File: src/rtl/imem_boot_ctrl.sv
// Boot-load controller for the instruction memory.
// Parses a framed byte stream (sync, length, little-endian words, checksum), writes each
// word into instr_mem and releases the core (cpu_run) once a frame checks out.
module imem_boot_ctrl #(
    parameter int unsigned ADDR_W         = 8,
    parameter logic [7:0]  SYNC_BYTE      = 8'hA5,
    parameter int unsigned TIMEOUT_CYCLES = 1000000
) (
    input  logic              clk,
    input  logic              rst,
    input  logic              rx_dv,
    input  logic [7:0]        rx_byte,
    input  logic [ADDR_W-1:0] cpu_addr,
    output logic              mem_we,
    output logic [ADDR_W-1:0] mem_addr,
    output logic [31:0]       mem_wdata,
    output logic              cpu_run,
    output logic              load_busy,
    output logic              load_error,
    output logic [ADDR_W:0]   words_loaded
);

    localparam logic [2:0] StIdle  = 3'd0;
    localparam logic [2:0] StLen0  = 3'd1;
    localparam logic [2:0] StLen1  = 3'd2;
    localparam logic [2:0] StData  = 3'd3;
    localparam logic [2:0] StCsum  = 3'd4;
    localparam logic [2:0] StDone  = 3'd5;
    localparam logic [2:0] StError = 3'd6;

    localparam logic [16:0]     MaxLen   = 17'(1) << ADDR_W;
    localparam logic [ADDR_W:0] WordsMax = (ADDR_W + 1)'(1) << ADDR_W;
    localparam logic [ADDR_W:0] WordOne  = (ADDR_W + 1)'(1);
    localparam logic [31:0]     TmoLast  = 32'(TIMEOUT_CYCLES - 1);

    logic [2:0]        state_q, state_d;
    logic [7:0]        len_lo_q, len_lo_d;
    logic [ADDR_W:0]   len_q, len_d;
    logic [ADDR_W:0]   words_q, words_d;
    logic [1:0]        byte_cnt_q, byte_cnt_d;
    logic [23:0]       buf_q, buf_d;
    logic [31:0]       wdata_q, wdata_d;
    logic              we_q, we_d;
    logic [7:0]        csum_q, csum_d;
    logic [31:0]       tmo_q, tmo_d;
    logic              frame_active;
    logic [16:0]       len_full;

    assign frame_active = (state_q == StLen0) || (state_q == StLen1) ||
                          (state_q == StData) || (state_q == StCsum);
    assign len_full     = {1'b0, rx_byte, len_lo_q};

    // Next-state: byte parsing, word assembly, write pulse and inter-byte timeout
    always_comb begin
        state_d    = state_q;
        len_lo_d   = len_lo_q;
        len_d      = len_q;
        words_d    = words_q;
        byte_cnt_d = byte_cnt_q;
        buf_d      = buf_q;
        wdata_d    = wdata_q;
        we_d       = 1'b0;
        csum_d     = csum_q;
        tmo_d      = tmo_q;

        // The word count advances in the cycle its write pulse is on the port
        if (we_q && (words_q != WordsMax)) begin
            words_d = words_q + WordOne;
        end

        if (frame_active) begin
            tmo_d = rx_dv ? 32'd0 : tmo_q + 32'd1;
        end

        if (rx_dv) begin
            unique case (state_q)
                StIdle, StDone, StError: begin
                    if (rx_byte == SYNC_BYTE) begin
                        state_d    = StLen0;
                        words_d    = '0;
                        csum_d     = 8'h00;
                        byte_cnt_d = 2'd0;
                        tmo_d      = 32'd0;
                    end
                end
                StLen0: begin
                    len_lo_d = rx_byte;
                    csum_d   = csum_q ^ rx_byte;
                    state_d  = StLen1;
                end
                StLen1: begin
                    csum_d = csum_q ^ rx_byte;
                    if (len_full > MaxLen) begin
                        state_d = StError;
                    end else begin
                        len_d   = len_full[ADDR_W:0];
                        state_d = (len_full == 17'd0) ? StCsum : StData;
                    end
                end
                StData: begin
                    csum_d     = csum_q ^ rx_byte;
                    byte_cnt_d = byte_cnt_q + 2'd1;
                    unique case (byte_cnt_q)
                        2'd0: buf_d[7:0]   = rx_byte;
                        2'd1: buf_d[15:8]  = rx_byte;
                        2'd2: buf_d[23:16] = rx_byte;
                        2'd3: begin
                            wdata_d = {rx_byte, buf_q};
                            we_d    = 1'b1;
                            if ((words_d + WordOne) == len_q) begin
                                state_d = StCsum;
                            end
                        end
                        default: ;
                    endcase
                end
                StCsum: begin
                    state_d = (rx_byte == csum_q) ? StDone : StError;
                end
                default: state_d = StIdle;
            endcase
        end else if (frame_active && (tmo_q == TmoLast)) begin
            state_d = StError;
        end
    end

    // State registers with asynchronous reset
    always_ff @(posedge clk or posedge rst) begin
        if (rst) begin
            state_q    <= StIdle;
            len_lo_q   <= 8'h00;
            len_q      <= '0;
            words_q    <= '0;
            byte_cnt_q <= 2'd0;
            buf_q      <= 24'h0;
            wdata_q    <= 32'h0;
            we_q       <= 1'b0;
            csum_q     <= 8'h00;
            tmo_q      <= 32'd0;
        end else begin
            state_q    <= state_d;
            len_lo_q   <= len_lo_d;
            len_q      <= len_d;
            words_q    <= words_d;
            byte_cnt_q <= byte_cnt_d;
            buf_q      <= buf_d;
            wdata_q    <= wdata_d;
            we_q       <= we_d;
            csum_q     <= csum_d;
            tmo_q      <= tmo_d;
        end
    end

    assign cpu_run      = (state_q == StDone);
    assign load_error   = (state_q == StError);
    assign load_busy    = frame_active;
    // Gate keeps the loader from ever writing over a running image
    assign mem_we       = we_q & ~cpu_run;
    assign mem_addr     = cpu_run ? cpu_addr : words_q[ADDR_W-1:0];
    assign mem_wdata    = wdata_q;
    assign words_loaded = words_q;

endmodule
File: config.mk
export PLATFORM = sky130hd
export DESIGN_NAME = imem_boot_ctrl
export DESIGN_NICKNAME = d
export VERILOG_FILES = /design/src/rtl/imem_boot_ctrl.sv
export SDC_FILE = /design/constraint.sdc
export NUM_CORES = 1
export LEC_CHECK = 0
export BUFFER_PORTS_ARGS = -buffer_cell sky130_fd_sc_hd__buf_2
export CAP_MARGIN = 20
export CORE_MARGIN = 2
export CORE_UTILIZATION = 50
export DETAILED_ROUTE_END_ITERATION = 10
export HOLD_SLACK_MARGIN = 0.05
export PLACE_DENSITY = 0.8
export SLEW_MARGIN = 20
export SYNTH_ARGS = -nofsm -noshare
export SYNTH_HDL_FRONTEND = slang
export SYNTH_SLANG_ARGS = --single-unit
File: constraint.sdc
create_clock -name clk -period 5.3 [get_ports clk]
set_input_delay 1.06 -clock clk [delete_from_list [all_inputs] [get_ports clk]]
set_output_delay 1.06 -clock clk [all_outputs]
set_load 0.05 [all_outputs]
==> summary.md <==
| Metric | Value |
|---|---|
| Status | completed |
| Final TNS setup | 0 ns |
| Peak Freq | 295 MHz |
| Gr usage total | 23.4% |
| Top cell type by total area after synthesis | dfrtp_1 |
| Sequential-to-total area share from yosys stat | 50.2% |
| Post-route clock period utilization | 64.1% |
| Worst Setup EP | state_q[0] |
| Area of the mapped netlist | 0.00638 mm^2 |
| Most common cell in the netlist | dfrtp_1 |
| Max Cap Viol | 0 |
| R2R Setup Slk | 1.90 ns |
| Yosys cell types | 59 |
| Final instance area | 0.00744 mm^2 |
| Placed Instances | 807 |
| Post-synth top flop | dfrtp_1 |
| CP startpoint | words_loaded[0] |
| Total congestion overflow | 0 |
| Largest net degree at the start of global routing | 86 |
| Clock-pin transition on the worst setup and hold timing paths | 0.06 ns |
| Worst path most repeated cell | o211ai_1 |
| Global-route wire length before repair | 24600 um |
| DR WL/cell | 17.5 um |
| GPL Wtd Cong | 0.877 |
| Critical Path Start Type | flip-flop |
| Slew Limit Headroom | 32.4% |
| Final Hold Viols | 0 |
| Slew @ Worst Pin | 1.01 ns |
| Top post-synthesis cells by area | dfrtp_1 50%, mux2_2 14%, xor2_1 4.1%, nor2_1 3.3%, nand2_1 2.7% |
| CP peak stage delay | around 0.74 ns |
| TritonCTS clock tree | done |
| Root Buffer Master | clkbuf_16 |
| Antenna fix cells | 0 |
| Vias | around 4800 |
| Number of global-route vias before repair | between 5000 and 6000 |
| CTS buffer count | 17 |
| DR iter-0 viols | 365 |
| Ports | 72 |
| Final Critical Period | about 3.4 ns |
| Power Dens Cells | 627 mW/mm^2 |
| Layout cells sized above 1 | 29.4% |
| Critical path class | reg2reg |
| Area grow syn2layout | 16.6% |
| H-tree lvl count | 4 |
| Placeable Area | approximately 0.013 mm^2 |
| Final Setup Violations | 0 |
| Clk sink count | 128 |
| Die Footprint | about 0.014 mm^2 |
| Top post-synthesis cells by count | 128 x dfrtp_1, 81 x mux2_2, 56 x nor2_1 |
| Critical-path cell list | inv_1 -> ha_1 -> nor2b_1 -> o211ai_1 -> a211oi_1 -> nand2_1 -> o211ai_1 -> nor4b_1 -> o21ai_0 |
| Crit. End Element | flip-flop |
| Slew Limit Fails | 0 |
| Die Y | 117 um |
| Total number of yosys warnings | 0 |
| DP Area | 0.00684 mm^2 |
| DP Worst Slack | 1.69 ns |
| Residual DRC | 0 |
| Pre-Repair DR Iteration Count | 5 |
| Async S/R FF share, synth | between 90% and 100% |
| RSZ-0062 raised after global routing | no |
| Hold Buf Count CTS | 0 |
| Reg2Reg Launch Point | words_loaded[0] |
| Gate Count Post-Synth | 592 |
| WP data required | 5.59 ns |
| Crit Path Max Fanout | 16 |
| Register-to-Register Path Depth | 9 |
| Pleak | 3.44 nW |
| Initial antenna violation count | 0 |
| Core Rows | a little over 40 |
| Worst-skew pair later-pin latency | around 0.42 ns |
| DRT Wirelength | 14700 um |
| Post_cts resized | 0 |
| Layout Skew | 0.0107 ns |
| Syn Nets | about 620 |
| # nets final | 680 |
| CP Data Arrival Time | ~3.7 ns |
| Detailed placement HPWL | roughly 9600 um |
| DIE WIDTH | 117 um |
| Post-synthesis average cell area | approximately 11 um^2 |
| Number of synthesized flops with an enable pin | 0 |
| Fin cells | between 800 and 900 |
| PnR worst setup slack | between 1.5 and 2 ns |
| Routed Antenna Nets | 0 |
| Post-CTS setup buffers | 0 |
| Initial Utilization | 51.0% |
| Via/cell ratio | 5.77 |
| Max clock buf depth | 2 |
| Port Buffer Count | 71 |
| Post-synth top area share | 50.2% |
| RR Endpoint | state_q[0] |
| Worst path slowest cell | a211oi_1 |
| VDD IR max | 0.373 mV |
| Post-synthesis register bit count | 128 |
| Worst Hold Class | reg2reg |
==> metal layers <==
metal	GRT usage, %	wire, um
met5	0	0
met4	11.1	378
met3	4.84	709
met2	37.8	7230
met1	30.5	6350
==> area by class of cell <==
cell class                      instances  area (um^2)
Fill cell                            1003         5080
Sequential cell                       128         3200
Tap cell                              172          215
Inverter                               14         57.6
Timing Repair Buffer                   74          378
Clock inverter                         12          134
Clock buffer                           19          453
Multi-Input combinational cell        419         3000
==> cells by family (layout without fill, tap and decap cells) <==
kind of cell	count (synthesis)	after routing	synth area share (%)
flops	128	128	50.2
fa+ha+maj	7	7	1.37
xor+xnor	50	50	7.10
compound gates	76	76	7.55
mux	84	84	14.8
buf+inv	45	119	2.94
simple gates	202	202	16.1
==> power by group <==
part	total, mW	leakage (nW)	internal [mW]	switching, mW
logic	1.93	1.50	0.631	1.30
registers	1.59	1.66	1.29	0.299
clock network	1.15	0.286	0.715	0.432
total	4.66	3.44	2.63	2.03
==> how the worst min path moves through the flow <==
stage	endpoint	slack, ns	cells after the start	startpoint
floorplan	csum_q[7]	0.46	1	csum_q[7]
global placement	csum_q[7]	0.48	1	csum_q[7]
detailed placement	csum_q[7]	0.49	1	csum_q[7]
CTS	mem_wdata[26]	0.50	1	mem_wdata[26]
global route	mem_wdata[9]	0.52	1	mem_wdata[9]
finish	mem_wdata[16]	0.50	1	mem_wdata[16]
==> layout by cell type (no fill, tap or decap), types with 10 or more instances in the layout <==
cell type / netlist / final
dfrtp_1: 128 / 128
mux2_2: 81 / 81
buf_2: 6 / 71
nor2_1: 56 / 56
nand2_1: 46 / 46
o21ai_0: 30 / 30
xor2_1: 30 / 30
xnor2_1: 19 / 19
nand4_1: 18 / 18
clkbuf_16: 0 / 17
a21oi_1: 13 / 13
inv_1: 14 / 13
nor4_1: 13 / 13
nand3_1: 11 / 11
nor3_1: 11 / 10
==> registers in the layout, summed over array words and instances, names as in the netlist <==
register and cells:
mem_wdata 32, tmo_q 32, buf_q 24, len_q 9, words_loaded 9, csum_q 8, len_lo_q 8, state_q 3
byte_cnt_q 2, we_q 1
==> through the flow <==
step / power (mW) / hold slack (ns) / utilization, %
floorplan: 3.04 / 0.463 / -
CTS: 4.67 / 0.500 / 59.3
global route: 4.90 / 0.521 / 59.4
global placement: 3.41 / 0.477 / 54.7
detailed placement: 3.50 / 0.487 / 54.7
finish: 4.66 / 0.500 / 59.4
==> critical path, delay by kind of cell, from the launching register on <==
family / cells / cell delay, ns
AO/OA/AOI/OAI: 4 / 1.37
AND/OR/NAND/NOR: 3 / 0.72
flip-flops: 1 / 0.63
adder cells (fa/ha/maj): 1 / 0.40
buffers and inverters: 1 / 0.15
Power figures use the tool's default switching activity.
